[src/rtl/wdata_packer_pkg.sv]
// Shared constants, FSM encoding and strobe-mask helpers for the write-data packer.
package wdata_packer_pkg;
  localparam int AXI_LEN_W   = 8;
  localparam int BOUNDARY_4K = 4096;
  localparam int MAX_LANES   = 32;

  typedef enum logic [1:0] {ST_IDLE, ST_ADDR, ST_DATA, ST_DONE} state_t;

  function automatic logic [MAX_LANES-1:0] lanes_from(input int lane);
    for (int i = 0; i < MAX_LANES; i++) lanes_from[i] = (i >= lane);
  endfunction

  function automatic logic [MAX_LANES-1:0] lanes_upto(input int lane);
    for (int i = 0; i < MAX_LANES; i++) lanes_upto[i] = (i <= lane);
  endfunction
endpackage

[src/rtl/wdata_packer_if.sv]
// Source byte-stream port plus AXI write address/data channels of the packer.
interface wdata_packer_if #(
  parameter int ADDR_W = 32,
  parameter int DATA_W = 32,
  parameter int LEN_W  = 8
);
  logic                  dbus_valid;
  logic [DATA_W-1:0]     dbus_wdata;
  logic                  dbus_ready;
  logic                  dma_aw_valid;
  logic [ADDR_W-1:0]     dma_aw_addr;
  logic [LEN_W-1:0]      dma_aw_len;
  logic                  dma_aw_ready;
  logic                  dma_w_valid;
  logic [DATA_W-1:0]     dma_w_wdata;
  logic [DATA_W/8-1:0]   dma_w_wstrb;
  logic                  dma_w_last;
  logic                  dma_w_ready;

  modport master (
    input  dbus_valid, dbus_wdata, dma_aw_ready, dma_w_ready,
    output dbus_ready, dma_aw_valid, dma_aw_addr, dma_aw_len,
           dma_w_valid, dma_w_wdata, dma_w_wstrb, dma_w_last
  );

  modport slave (
    output dbus_valid, dbus_wdata, dma_aw_ready, dma_w_ready,
    input  dbus_ready, dma_aw_valid, dma_aw_addr, dma_aw_len,
           dma_w_valid, dma_w_wdata, dma_w_wstrb, dma_w_last
  );
endinterface

[src/rtl/wdata_packer_burst_splitter.sv]
// Burst length = min(remaining beats, MAX_BURST, beats left before the next 4 KiB line).
module burst_splitter
  import wdata_packer_pkg::*;
#(
  parameter int BEATS_W   = 33,
  parameter int LEN_W     = 8,
  parameter int DATA_W    = 32,
  parameter int MAX_BURST = 256
) (
  input  logic [11:0]        addr_lo,
  input  logic [BEATS_W-1:0] beats,
  output logic [LEN_W:0]     burst_beats
);
  localparam int OFF = $clog2(DATA_W / 8);

  logic [12:0]        to_bound;
  logic [BEATS_W-1:0] lim;

  always_comb begin
    to_bound = (13'(BOUNDARY_4K) - {1'b0, addr_lo}) >> OFF;
    lim      = beats;
    if (BEATS_W'(to_bound) < lim)  lim = BEATS_W'(to_bound);
    if (BEATS_W'(MAX_BURST) < lim) lim = BEATS_W'(MAX_BURST);
    burst_beats = (LEN_W+1)'(lim);
  end
endmodule

[src/rtl/wdata_packer.sv]
// Realigns a contiguous byte stream onto DATA_W-aligned AXI write bursts,
// splitting at MAX_BURST and 4 KiB boundaries.
module wdata_packer
  import wdata_packer_pkg::*;
#(
  parameter int ADDR_W    = 32,
  parameter int DATA_W    = 32,
  parameter int LEN_W     = AXI_LEN_W,
  parameter int MAX_BURST = 256
) (
  input  logic              clk,
  input  logic              rst,
  input  logic              clear,
  input  logic              run,
  input  logic [ADDR_W-1:0] start_addr,
  input  logic [ADDR_W-1:0] end_addr,
  output logic              done,
  wdata_packer_if.master    bus
);
  localparam int N   = DATA_W / 8;
  localparam int OFF = $clog2(N);
  localparam int CW  = ADDR_W + 1;

  state_t              state;
  logic [OFF-1:0]      off_q, end_lane_q;
  logic [ADDR_W-1:0]   addr_q;
  logic [CW-1:0]       beats_left, words_left;
  logic [LEN_W:0]      burst_left;
  logic                first_q;
  logic [DATA_W-1:0]   carry_q;
  logic                aw_valid_q;
  logic [ADDR_W-1:0]   aw_addr_q;
  logic [LEN_W-1:0]    aw_len_q;
  logic                vld_p1;
  logic [DATA_W-1:0]   wdata_p1;
  logic [N-1:0]        wstrb_p1;
  logic                wlast_p1;

  logic [CW-1:0]       span, beats_calc, words_calc, split_beats;
  logic [ADDR_W-1:0]   start_aligned, split_addr;
  logic [LEN_W:0]      split_len;
  logic                have_word, w_hs, load;
  logic [2*DATA_W-1:0] shifted;
  logic [DATA_W-1:0]   beat_data, carry_nxt;
  logic [N-1:0]        beat_strb;

  assign span          = {1'b0, end_addr} - {1'b0, start_addr} + CW'(1);
  assign beats_calc    = CW'(end_addr >> OFF) - CW'(start_addr >> OFF) + CW'(1);
  assign words_calc    = (span + CW'(N - 1)) >> OFF;
  assign start_aligned = {start_addr[ADDR_W-1:OFF], {OFF{1'b0}}};
  assign split_addr    = (state == ST_IDLE) ? start_aligned : addr_q;
  assign split_beats   = (state == ST_IDLE) ? beats_calc : beats_left;

  burst_splitter #(
    .BEATS_W(CW), .LEN_W(LEN_W), .DATA_W(DATA_W), .MAX_BURST(MAX_BURST)
  ) u_split (
    .addr_lo(split_addr[11:0]), .beats(split_beats), .burst_beats(split_len)
  );

  assign have_word = (words_left != '0);
  assign w_hs      = vld_p1 && bus.dma_w_ready;
  assign load      = rst && !clear && (state == ST_DATA) && (burst_left != '0) &&
                     (!vld_p1 || bus.dma_w_ready) && (!have_word || bus.dbus_valid);
  assign bus.dbus_ready = load && have_word;

  // Input word lands at lane offset; its spilled upper bytes become the next carry.
  assign shifted   = {{DATA_W{1'b0}}, bus.dbus_wdata} << {off_q, 3'b000};
  assign beat_data = have_word ? (shifted[DATA_W-1:0] | carry_q) : carry_q;
  assign carry_nxt = have_word ? shifted[2*DATA_W-1:DATA_W] : '0;

  always_comb begin
    beat_strb = '1;
    if (first_q)                 beat_strb &= N'(lanes_from(int'(off_q)));
    if (beats_left == CW'(1))    beat_strb &= N'(lanes_upto(int'(end_lane_q)));
  end

  always_ff @(posedge clk) begin
    if (!rst) begin
      state      <= ST_IDLE;
      done       <= 1'b0;
      off_q      <= '0;
      end_lane_q <= '0;
      addr_q     <= '0;
      beats_left <= '0;
      words_left <= '0;
      burst_left <= '0;
      first_q    <= 1'b0;
      carry_q    <= '0;
      aw_valid_q <= 1'b0;
      aw_addr_q  <= '0;
      aw_len_q   <= '0;
      vld_p1     <= 1'b0;
      wdata_p1   <= '0;
      wstrb_p1   <= '0;
      wlast_p1   <= 1'b0;
    end else if (clear) begin
      state      <= ST_IDLE;
      done       <= 1'b0;
      beats_left <= '0;
      words_left <= '0;
      burst_left <= '0;
      carry_q    <= '0;
      aw_valid_q <= 1'b0;
      vld_p1     <= 1'b0;
      wlast_p1   <= 1'b0;
    end else begin
      done <= 1'b0;
      // Output stage p1: one-entry beat register feeding the W channel.
      if (load) begin
        vld_p1     <= 1'b1;
        wdata_p1   <= beat_data;
        wstrb_p1   <= beat_strb;
        wlast_p1   <= (burst_left == (LEN_W+1)'(1));
        carry_q    <= carry_nxt;
        addr_q     <= addr_q + ADDR_W'(N);
        beats_left <= beats_left - CW'(1);
        burst_left <= burst_left - (LEN_W+1)'(1);
        first_q    <= 1'b0;
        if (have_word) words_left <= words_left - CW'(1);
      end else if (w_hs) begin
        vld_p1 <= 1'b0;
      end

      case (state)
        ST_IDLE: if (run) begin
          off_q      <= start_addr[OFF-1:0];
          end_lane_q <= end_addr[OFF-1:0];
          addr_q     <= start_aligned;
          beats_left <= beats_calc;
          words_left <= words_calc;
          carry_q    <= '0;
          first_q    <= 1'b1;
          if (end_addr < start_addr) begin
            state <= ST_DONE;
            done  <= 1'b1;
          end else begin
            state      <= ST_ADDR;
            aw_valid_q <= 1'b1;
            aw_addr_q  <= split_addr;
            aw_len_q   <= LEN_W'(split_len - (LEN_W+1)'(1));
            burst_left <= split_len;
          end
        end
        ST_ADDR: if (aw_valid_q && bus.dma_aw_ready) begin
          aw_valid_q <= 1'b0;
          state      <= ST_DATA;
        end
        // Burst ends only once its last beat has left, so the next AW never overtakes it.
        ST_DATA: if (w_hs && wlast_p1) begin
          if (beats_left != '0) begin
            state      <= ST_ADDR;
            aw_valid_q <= 1'b1;
            aw_addr_q  <= split_addr;
            aw_len_q   <= LEN_W'(split_len - (LEN_W+1)'(1));
            burst_left <= split_len;
          end else begin
            state <= ST_DONE;
            done  <= 1'b1;
          end
        end
        ST_DONE: state <= ST_IDLE;
        default: state <= ST_IDLE;
      endcase
    end
  end

  assign bus.dma_aw_valid = aw_valid_q;
  assign bus.dma_aw_addr  = aw_addr_q;
  assign bus.dma_aw_len   = aw_len_q;
  assign bus.dma_w_valid  = vld_p1;
  assign bus.dma_w_wdata  = wdata_p1;
  assign bus.dma_w_wstrb  = wstrb_p1;
  assign bus.dma_w_last   = wlast_p1;
endmodule
[src/flat_wrapper.sv]
// flat-port wrapper written by rule: the top's interface ports become plain ports
module wdata_packer_flat import wdata_packer_pkg::*;
#(
  parameter int ADDR_W    = 32,
  parameter int DATA_W    = 32,
  parameter int LEN_W     = AXI_LEN_W,
  parameter int MAX_BURST = 256
)
  (clk, rst, clear, run, start_addr, end_addr, done, bus_dbus_valid, bus_dbus_wdata, bus_dma_aw_ready, bus_dma_w_ready, bus_dbus_ready, bus_dma_aw_valid, bus_dma_aw_addr, bus_dma_aw_len, bus_dma_w_valid, bus_dma_w_wdata, bus_dma_w_wstrb, bus_dma_w_last);
  wdata_packer_if #(.ADDR_W(ADDR_W), .DATA_W(DATA_W), .LEN_W(LEN_W)) bus_i ();
  input  logic clk;
  input  logic rst;
  input  logic clear;
  input  logic run;
  input  logic [ADDR_W-1:0] start_addr;
  input  logic [ADDR_W-1:0] end_addr;
  output logic done;
  input wire logic [$bits(bus_i.dbus_valid)-1:0] bus_dbus_valid;
  input wire logic [$bits(bus_i.dbus_wdata)-1:0] bus_dbus_wdata;
  input wire logic [$bits(bus_i.dma_aw_ready)-1:0] bus_dma_aw_ready;
  input wire logic [$bits(bus_i.dma_w_ready)-1:0] bus_dma_w_ready;
  output wire logic [$bits(bus_i.dbus_ready)-1:0] bus_dbus_ready;
  output wire logic [$bits(bus_i.dma_aw_valid)-1:0] bus_dma_aw_valid;
  output wire logic [$bits(bus_i.dma_aw_addr)-1:0] bus_dma_aw_addr;
  output wire logic [$bits(bus_i.dma_aw_len)-1:0] bus_dma_aw_len;
  output wire logic [$bits(bus_i.dma_w_valid)-1:0] bus_dma_w_valid;
  output wire logic [$bits(bus_i.dma_w_wdata)-1:0] bus_dma_w_wdata;
  output wire logic [$bits(bus_i.dma_w_wstrb)-1:0] bus_dma_w_wstrb;
  output wire logic [$bits(bus_i.dma_w_last)-1:0] bus_dma_w_last;
  assign bus_i.dbus_valid = bus_dbus_valid;
  assign bus_i.dbus_wdata = bus_dbus_wdata;
  assign bus_i.dma_aw_ready = bus_dma_aw_ready;
  assign bus_i.dma_w_ready = bus_dma_w_ready;
  assign bus_dbus_ready = bus_i.dbus_ready;
  assign bus_dma_aw_valid = bus_i.dma_aw_valid;
  assign bus_dma_aw_addr = bus_i.dma_aw_addr;
  assign bus_dma_aw_len = bus_i.dma_aw_len;
  assign bus_dma_w_valid = bus_i.dma_w_valid;
  assign bus_dma_w_wdata = bus_i.dma_w_wdata;
  assign bus_dma_w_wstrb = bus_i.dma_w_wstrb;
  assign bus_dma_w_last = bus_i.dma_w_last;
  wdata_packer #(.ADDR_W(ADDR_W), .DATA_W(DATA_W), .LEN_W(LEN_W), .MAX_BURST(MAX_BURST)) u_core (.clk(clk), .rst(rst), .clear(clear), .run(run), .start_addr(start_addr), .end_addr(end_addr), .done(done), .bus(bus_i));
endmodule
[config.mk]
export PLATFORM = sky130hd
export DESIGN_NAME = wdata_packer_flat
export DESIGN_NICKNAME = d
export VERILOG_FILES = /design/src/rtl/wdata_packer_pkg.sv /design/src/rtl/wdata_packer_if.sv /design/src/rtl/wdata_packer_burst_splitter.sv /design/src/rtl/wdata_packer.sv /design/src/flat_wrapper.sv
export SDC_FILE = /design/constraint.sdc
export NUM_CORES = 1
export LEC_CHECK = 0
export BUFFER_PORTS_ARGS = -buffer_cell sky130_fd_sc_hd__buf_2
export CORE_ASPECT_RATIO = 0.9
export CORE_MARGIN = 1
export CORE_UTILIZATION = 30
export CTS_BUF_LIST = sky130_fd_sc_hd__clkbuf_4 sky130_fd_sc_hd__clkbuf_8 sky130_fd_sc_hd__clkbuf_16
export CTS_CLUSTER_DIAMETER = 80
export DETAILED_ROUTE_END_ITERATION = 12
export SYNTH_ARGS = -nofsm -noshare
export SYNTH_HDL_FRONTEND = slang
export SYNTH_SLANG_ARGS = --single-unit
[constraint.sdc]
create_clock -name clk -period 14 [get_ports clk]
set_input_delay 0.7 -clock clk [delete_from_list [all_inputs] [get_ports clk]]
set_output_delay 0.7 -clock clk [all_outputs]
set_load 0.03 [all_outputs]
==> results of run 1 <==
-- report_power, final --
part / switching, mW / internal, mW
clock: 0.322 / 0.449
sequential: 0.0288 / 0.668
combinational: 0.427 / 0.241
total: 0.778 / 1.36
-- kinds of logic after synthesis --
family	Yosys count	synth area share [%]
adders and majority gates	115	9.80
buffers and inverters	196	4.52
other	1	0.0221
muxes	90	5.50
AOI/OAI and AO/OA	575	22.9
and+or+nand+nor	773	23.1
DFF	223	26.3
xor gates and xnor gates	148	7.90
-- per-stage QoR --
step	area (um^2)	setup slack (ns)	total power [mW]
after global placement	18500	7.52	1.36
final	19500	7.78	2.14
after floorplan	17000	8.24	1.18
after detailed placement	18500	7.28	1.37
after CTS	19500	7.90	2.14
after global routing	19500	7.50	2.24
-- layout make-up --
class,instances,area (um^2),area share (%)
sequential,223,4460,22.8
tap,756,946,4.84
antenna,7,17.5,0.0896
clock buffer,42,896,4.58
timing repair buffer,198,1030,5.26
clock inverter,13,96.3,0.493
inverter,81,304,1.56
multi-input combinational,1703,11800,60.3
-- worst max-delay path by stage --
stage / endpoint / slack (ns)
2_1_floorplan: u_core.bus.dma_aw_len[4]$_SDFFE_PN0P_ / 8.24
3_3_place_gp: u_core.bus.dma_aw_len[4]$_SDFFE_PN0P_ / 7.52
3_5_place_dp: u_core.bus.dma_aw_len[4]$_SDFFE_PN0P_ / 7.28
4_1_cts: u_core.bus.dma_aw_len[4]$_SDFFE_PN0P_ / 7.90
5_1_grt: u_core.bus.dma_aw_len[4]$_SDFFE_PN0P_ / 7.50
6_report: u_core.bus.dma_aw_len[4]$_SDFFE_PN0P_ / 7.78
-- cell usage after synthesis (19+ instances only) --
library cell	number	area, um^2
or3_1	21	131
dfxtp_1	223	4460
nand2_1	114	428
o21ai_0	95	475
mux2_2	26	293
clkbuf_1	92	345
a21oi_1	145	726
nor4_1	30	188
and3_1	36	225
a31oi_1	24	150
and2_1	27	169
nor3_1	84	420
xor2_1	60	526
inv_1	79	297
nand4_1	19	119
nor2_1	280	1050
mux2i_1	64	641
a211oi_1	100	751
xnor2_1	85	744
fa_1	30	601
a22oi_1	31	233
nand3_1	49	245
ha_1	85	1060
-- worst max-delay path, stage by stage --
cell and delay [ns]:
buf_2 0.10, inv_1 0.11, ha_1 0.26, fa_1 0.43
a31oi_1 0.50, mux2_2 0.41, a31oi_1 0.12, and3_2 0.24
and3_4 0.22, nand4_4 0.16, or4_1 0.67, or4b_4 0.60
o21ai_2 0.17, nor3b_2 0.36, a21oi_2 0.19, nor2_4 0.22
mux2i_1 0.36, ha_1 0.26, and2_1 0.18, a2111oi_0 0.11
a311o_1 0.32
-- registers in the layout, indices dropped and copies added (netlist names), 2 cells and up --
register and cells:
u_core.words_left 33, u_core.bus.dma_aw_len 8, u_core.end_lane_q 2, u_core.carry_q 32, u_core.bus.dma_w_wstrb 4, u_core.off_q 2
u_core.bus.dma_aw_addr 31, u_core.burst_left 9, u_core.beats_left 33, u_core.addr_q 30, u_core.state 2, u_core.bus.dma_w_wdata 32
-- per-layer routing --
layer / wire [um] / share of wire (%) / global-route usage (%)
met1: 26100 / 46 / 26.3
met2: 24600 / 43 / 29.2
met3: 3780 / 6.7 / 2.93
met4: 2050 / 3.6 / 7.49
met5: 13 / 0.023 / 0
-- cell usage in the layout (no fill, tap or decap), types with 8 or more instances in the layout --
master,netlist,final
and2_1,27,27
and3_1,36,36
a21o_1,12,12
a41oi_1,13,13
nor3_1,84,83
mux2_2,26,26
buf_2,7,183
mux2i_1,64,64
a22oi_1,31,31
nand3_1,49,49
o211ai_1,17,17
nor2b_1,16,16
o2111ai_1,9,9
nand2_1,114,113
nor4_1,30,30
or2_2,17,17
a31o_2,10,10
o21ai_0,95,95
ha_1,85,84
clkbuf_16,0,31
o22ai_1,13,13
or4_1,8,8
dfxtp_1,223,223
fa_1,30,30
nand4_1,19,19
and4_1,10,10
o21bai_1,11,11
nor2_1,280,278
xnor2_1,85,85
buf_4,2,15
or3_1,21,21
a211oi_1,100,100
o221a_2,13,13
xor2_1,60,60
inv_1,79,78
a31oi_1,24,24
a21oi_1,145,145
nand2b_1,16,15
==> results.yml, run 1 <==
run_status:
  outcome: "finished clean"
yosys:
  ys_ff_latch: 223
  synth_enable_flop_cells: 0
  yosysWarnings: 0
  syn_area_um2: 17000
  syn_area_per_cell_um2: 8.00
  ys_types: 100
  ys_seq_area_share_pct: 26.3
  synthArstFlopShare_pct: 0
  synthCells: 2121
  synth-main-ff-cell: "dfxtp_1"
clocking:
  clk_latency_ns: 0.59
  cts_setup_buffers: 0
  cts_hold_buf: 0
  cts_max_level: 1
  cts.repair.resized: 0
  clockRootBuffer: "clkbuf_16"
  path_clk_slew_ns: 0.06
  cts_tree: "built"
  clockBufferDepth: 3
  cts_buffers: 30
  clock_sinks: 223
placed_design:
  place_inst: 2961
  place_hpwl_mm: 42.4
  gp_congestion: 0.914
  io_buffers: 183
power_and_ir_drop:
  max-vdd-ir-drop_mv: 0.0792
  power_leakage_nw: 7.71
  power_density_nw_per_um2: 109
setup_path:
  critPathLaunch: "start_addr[14]"
  critical_path_class: "input pin to register"
  rr_endpoint: "u_core.words_left[27]$_SDFF_PP0_"
  cp_max_fo: 8
  start_kind: "input pin"
  r2r_slack_ns: 8.32
  rr_startpoint: "u_core.words_left[12]$_SDFF_PP0_"
  end_kind: "register"
  crit_arrival_ns: 6.69
  crit_required_ns: 14.47
  reg2regPathDepth: 17
floorplanning:
  die_x_um: 253
  design.die.area_um2: 57500
  io_pins: 184
  rows: 82
  core_um2: 55800
  die_h_um: 228
  start_util_pct: 30.4
timing:
  fin_crit_ns: 6.22
  hold_slack_ns: 0.379
  fmax_mhz: 161
  finalCritPeriodShare_pct: 44.4
  finalSetupViolCount: 0
  worst_pin_slew_ns: 1.06
  drv_slew: 0
  rsz0062_at_grt: "no"
  slew_headroom_pct: 28.7
  finalClockSkew_ns: 0.0321
  setup-tns-final_ns: 0
  final_hold_viol_count: 0
worst_hold_path:
  holdCritPathClass: "input pin to register"
  holdCritStartpoint: "end_addr[0]"
  hold_end: "u_core.end_lane_q[0]$_SDFFE_PN0P_"
  whs_path_depth: 3
layout:
  post-route-util_pct: 35.0
  stdcell_count: 3023
  drive_gt1_share_pct: 16.4
  fin_nets: 2455
  fillCellCount: 5866
  area_delta_synth_final_pct: 15.2
routing:
  drc: 0
  vias_per_cell: 5.51
  num_vias: 16647
  drt.antenna.violating_nets: 0
  wl_mm: 56.6
  first_iter_violations: 1485
  post_drt_wl_per_cell_um: 18.7
  first_pass_iters: 6
grt:
  grt_pass1_wl_mm: 86.5
  grt_max_degree: 84
  antenna_found_initial: 12
  overflow: 0
  grt_pass1_vias: 15525
  grt_usage_pct: 18.9
flow_run:
  drv_cap: 0
No activity file was read; power rests on OpenSTA's default activity.
==> inputs of run 2 (changes only) <==
==> constraint.sdc (replaced) <==
create_clock -name clk -period 5.9 [get_ports clk]
set_input_delay 0.295 -clock clk [delete_from_list [all_inputs] [get_ports clk]]
set_output_delay 0.295 -clock clk [all_outputs]
set_load 0.03 [all_outputs]
==> run 2 against run 1 <==
Compared with the run above:
- core utilization grew 0.73 points
- via count grew 0.40%
- die area is the same
- register-to-register slack lost 7.6 ns
- setup slack lost 7.2 ns
- critical path type unchanged
==> results.yml, run 2 (same netlist as run 1, synthesis figures left out) <==
clocking:
  clockRootBuffer: "clkbuf_16"
  clock_sinks: 223
  clk_latency_ns: 0.59
  path_clk_slew_ns: 0.06
  cts_buffers: 30
  cts_tree: "built"
  clockBufferDepth: 3
  cts_max_level: 1
  cts_setup_buffers: 0
floorplanning:
  rows: 82
  die_h_um: 228
  design.die.area_um2: 57500
  io_pins: 184
  start_util_pct: 30.4
  core_um2: 55800
  die_x_um: 253
placed_design:
  gp_congestion: 0.919
  io_buffers: 183
  place_hpwl_mm: 43.3
  dpl_worst_slack_ns: 0.0739
layout:
  fillCellCount: 5832
  final_cell_mix: "nor2_1 (278), dfxtp_1 (223), buf_2 (183)"
  fin_nets: 2493
  ff_latch_area_um2: 4460
  mostFrequentLayoutCell: "nor2_1"
  largest_registers: "u_core.beats_left x33, u_core.words_left x33"
  area_delta_synth_final_pct: 17.5
  multiInputGateArea_um2: 11800
  drive_gt1_share_pct: 17.3
run_status:
  outcome: "finished clean"
timing:
  finalSetupViolCount: 0
  final_hold_viol_count: 0
  fin_crit_ns: 5.34
  slew_headroom_pct: 31.8
  setup-tns-final_ns: 0
  worst_pin_slew_ns: 1.01
  rsz0062_at_grt: "no"
  finalCritPeriodShare_pct: 90.6
  fmax_mhz: 187
  drv_slew: 0
  setup_slack_ns: 0.555
  finalClockSkew_ns: 0.0365
grt:
  grt_max_degree: 101
  grt_pass1_wl_mm: 88.7
  overflow: 0
  antenna_found_initial: 3
  grt_pass1_vias: 15713
  grt_usage_pct: 19.3
flow_run:
  drv_cap: 0
routing:
  vias_per_cell: 5.47
  drc: 0
  first_pass_iters: 6
  first_iter_violations: 1458
  drt.antenna.violating_nets: 0
  wl_mm: 57.3
  num_vias: 16714
  post_drt_wl_per_cell_um: 18.8
setup_path:
  cp.buffers_inverters: 3
  crit_chain: "buf_2 > inv_1 > ha_1 > inv_1 > fa_1 > a31oi_4 > nand3b_4 > a41oi_1 > and3_1 > and3_4 > nand4_4 > or4_1 > or4b_4 > o21ai_2 > nor3b_2 > a21oi_2 > nor2_4 > mux2i_1 > ha_1 > and2_1 > a2111oi_0 > a311o_1"
  crit_family: "simple AND/OR/NAND/NOR gates"
  critPathSlowestCell: "or4b_4"
  critical_path_class: "input pin to register"
  crit_required_ns: 6.41
  end_kind: "register"
  crit_arrival_ns: 5.86
  cpPeakStageDelay_ns: 0.58
  cp_max_fo: 10
  start_kind: "input pin"
power_and_ir_drop:
  power_leakage_nw: 7.92
  max-vdd-ir-drop_mv: 0.211
  power_density_nw_per_um2: 265
worst_hold_path:
  holdCritPathClass: "input pin to register"
==> run 2: tightest hold or removal path, stage by stage <==
cell     delay [ns]
buf_2          0.11
a22oi_1        0.07
nor2_1         0.07
==> run 2: metal layers <==
| layer | global-route usage, % | share of wire [%] | vias up |
|---|---|---|---|
| li1 | - | - | 8040 |
| met1 | 27.3 | 47 | 8039 |
| met2 | 30.4 | 44 | 554 |
| met3 | 3.05 | 7.1 | 81 |
| met4 | 5.14 | 2.3 | 0 |
| met5 | 0 | 0 | - |
==> run 2: cell type report <==
type,count,share of cell area (%)
clock inverter,20,1.37
antenna,1,0.0125
tap,756,4.74
inverter,81,1.52
multi-input combinational,1703,59.1
sequential,223,22.4
clock buffer,34,4.09
timing repair buffer,236,6.77
==> run 2: timing repair <==
item / 4_1_cts / 5_1_grt
hold endpoints to repair: 10 / 0
hold buffers: 10 / 0
gates resized for setup: 0 / 0
==> run 2: path summary, 6_finish.rpt <==
kind,endpoint,slack [ns],start,cells past startpoint
worst max-delay path,u_core.bus.dma_aw_len[4]$_SDFFE_PN0P_,0.56,end_addr[2],22
worst min register to register,u_core.carry_q[27]$_SDFF_PP0_,0.44,u_core.carry_q[27]$_SDFF_PP0_,2
worst max register to register,u_core.bus.dma_aw_len[4]$_SDFFE_PN0P_,0.69,u_core.state[1]$_SDFFE_PP0P_,19
worst min-delay path,u_core.carry_q[22]$_SDFF_PP0_,0.03,bus_dbus_wdata[30],3
==> run 2: metrics by stage <==
stage	hold slack, ns	instance area (um^2)	total power [mW]	instances	util, %
after floorplan	0.424	17000	2.81	2122	-
after global placement	0.431	18800	3.25	2989	33.6
after detailed placement	0.435	18800	3.28	2989	33.6
after CTS	0.00655	20000	5.30	3053	35.7
after global routing	0.0495	20000	5.54	3054	35.8
final	0.0293	20000	5.29	3054	35.8
==> run 2: report_power, final <==
group,total (mW),internal (mW),switching (mW)
sequential,1.65,1.59,0.0662
clock,2.01,1.22,0.786
combinational,1.63,0.600,1.03
==> inputs of run 3 (changes only) <==
--- a/config.mk
+++ b/config.mk
@@ -6,7 +6,6 @@
 export NUM_CORES = 1
 export LEC_CHECK = 0
 export BUFFER_PORTS_ARGS = -buffer_cell sky130_fd_sc_hd__buf_2
-export CORE_ASPECT_RATIO = 0.9
 export CORE_MARGIN = 1
 export CORE_UTILIZATION = 30
 export CTS_BUF_LIST = sky130_fd_sc_hd__clkbuf_4 sky130_fd_sc_hd__clkbuf_8 sky130_fd_sc_hd__clkbuf_16
==> constraint.sdc (replaced) <==
create_clock -name clk -period 6.8 [get_ports clk]
set_input_delay 0.34 -clock clk [delete_from_list [all_inputs] [get_ports clk]]
set_output_delay 0.34 -clock clk [all_outputs]
set_load 0.03 [all_outputs]
==> run 3 against run 2 <==
Compared with the run above:
- register-to-register slack gained 0.58 ns
- cell area down 0.96%
- power fell by 12%
- first-iteration DRC count is 16% lower
- core utilization down 0.16 points
- sequential share of layout area is 0.22 points higher
- non-clock buffer count shrank 28
- critical path type unchanged
- via count fell by 0.97%
- sequential power is 13% lower
- count of clock-buffer cells in the layout is 3 higher
==> results.yml, run 3 (same netlist as run 1, synthesis figures left out) <==
run_status:
  outcome: "finished clean"
layout:
  post-route-util_pct: 35.6
  area_delta_synth_final_pct: 16.4
  largest_registers: "u_core.beats_left x33, u_core.words_left x33"
  mostFrequentLayoutCell: "nor2_1"
  drive_gt1_share_pct: 16.7
  fin_nets: 2465
  final_cell_mix: "nor2_1 (278), dfxtp_1 (223), buf_2 (183)"
timing:
  finalClockSkew_ns: 0.0301
  slew_headroom_pct: 22.6
  rsz0062_at_grt: "no"
  finalCritPeriodShare_pct: 84.4
  fmax_mhz: 174
  worst_pin_slew_ns: 1.15
  setup-tns-final_ns: 0
  drv_slew: 0
  finalSetupViolCount: 0
  fin_crit_ns: 5.74
  final_hold_viol_count: 0
floorplanning:
  rows: 86
  io_pins: 184
  die_x_um: 240
  design.die.area_um2: 57500
  core_um2: 55500
  die_h_um: 240
  start_util_pct: 30.6
setup_path:
  end_kind: "register"
  cp_max_fo: 8
  critPathSlowestCell: "or4_1"
  crit_required_ns: 7.26
  crit_family: "simple AND/OR/NAND/NOR gates"
  crit_chain: "buf_2 > inv_1 > ha_1 > fa_1 > a31oi_1 > mux2_2 > a31oi_1 > and3_2 > and3_4 > nand4_4 > or4_1 > or4b_4 > o21ai_2 > nor3b_2 > a21oi_2 > nor2_4 > mux2i_1 > ha_1 > and2_1 > a2111oi_0 > a311o_1"
  reg2regPathDepth: 15
  crit_arrival_ns: 6.20
  critical_path_depth: 21
  cpPeakStageDelay_ns: 0.66
  start_kind: "input pin"
  critical_path_class: "input pin to register"
  cp.buffers_inverters: 2
clocking:
  path_clk_slew_ns: 0.06
  cts.repair.resized: 0
  clock_sinks: 223
  clk_latency_ns: 0.58
  cts_tree: "built"
  cts_max_level: 1
  clockBufferDepth: 3
  clockRootBuffer: "clkbuf_16"
  cts_buffers: 30
routing:
  first_pass_iters: 5
  post_drt_wl_per_cell_um: 19.1
  drt.antenna.violating_nets: 0
  first_iter_violations: 1225
  vias_per_cell: 5.48
  drc: 0
  wl_mm: 57.8
  num_vias: 16552
power_and_ir_drop:
  max-vdd-ir-drop_mv: 0.166
  power_leakage_nw: 7.84
  power_density_nw_per_um2: 235
grt:
  grt_pass1_vias: 15685
  grt_pass1_wl_mm: 88.7
  antenna_found_initial: 8
  grt_usage_pct: 19.4
  overflow: 0
  grt_max_degree: 83
worst_hold_path:
  holdCritPathClass: "input pin to register"
  whs_path_depth: 3
placed_design:
  gp_congestion: 0.922
  place_hpwl_mm: 44.0
  io_buffers: 183
flow_run:
  drv_cap: 0
## run 3: area by class of cell
| cell class | instances | area [um^2] |
|---|---|---|
| clock buffer | 37 | 833 |
| inverter | 81 | 304 |
| antenna | 5 | 12.5 |
| multi-input combinational | 1703 | 11800 |
| clock inverter | 18 | 309 |
| tap | 748 | 936 |
| sequential | 223 | 4460 |
| timing repair buffer | 208 | 1110 |
| fill | 5836 | 35800 |
## run 3: power by group
part / internal (mW) / leakage (nW) / switching, mW / total (mW)
Clock: 1.17 / 0.568 / 0.649 / 1.82
Combinational: 0.501 / 5.46 / 0.890 / 1.39
Sequential: 1.38 / 1.81 / 0.0588 / 1.43
## run 3: through the flow
stage	cells	worst slack (ns)	power (mW)	instance area, um^2	hold WS (ns)
after global placement	2961	0.739	2.80	18600	0.431
after global routing	3020	0.737	4.87	19800	0.0415
after detailed placement	2961	0.555	2.83	18600	0.438
after floorplan	2122	1.40	2.44	17000	0.424
after CTS	3018	1.17	4.68	19800	0.00534
final	3023	1.06	4.65	19800	0.0409
## run 3: layer usage
| layer | GRT usage, % | up-vias | part of all wire, % |
|---|---|---|---|
| li1 | - | 7990 | - |
| met1 | 25.8 | 7963 | 45 |
| met2 | 31.5 | 483 | 45 |
| met3 | 3.20 | 106 | 6.2 |
| met4 | 7.24 | 10 | 3.3 |
| met5 | 0 | - | 0.12 |
## run 3: worst register-to-register path, stage by stage (launching register included)
cell and delay (ns):
dfxtp_1 0.34, or3_1 0.47, nor4_1 0.77, nand4_1 0.52, nor3_2 0.36, buf_4 0.35
o211ai_1 0.14, buf_4 0.21, nor2_1 0.39, nand3_1 0.27, or3_1 0.49, or2_2 0.35
nor4_1 0.27, xor2_1 0.19, nor2_1 0.05, a211oi_1 0.22
## run 3: final timing paths
| path | to | from | slack [ns] |
|---|---|---|---|
| setup / recovery | u_core.bus.dma_aw_len[4]$_SDFFE_PN0P_ | start_addr[12] | 1.06 |
| hold reg to reg | u_core.carry_q[28]$_SDFF_PP0_ | u_core.carry_q[28]$_SDFF_PP0_ | 0.44 |
| setup reg to reg | u_core.beats_left[28]$_SDFF_PP0_ | u_core.words_left[12]$_SDFF_PP0_ | 1.27 |
| hold / removal | u_core.off_q[1]$_SDFFE_PN0P_ | start_addr[1] | 0.04 |
## run 3: timing repair
action / 4_1_cts / 5_1_grt
endpoints found under the hold margin: 2 / 0
setup buffers: 0 / 0
hold buffers: 2 / 0
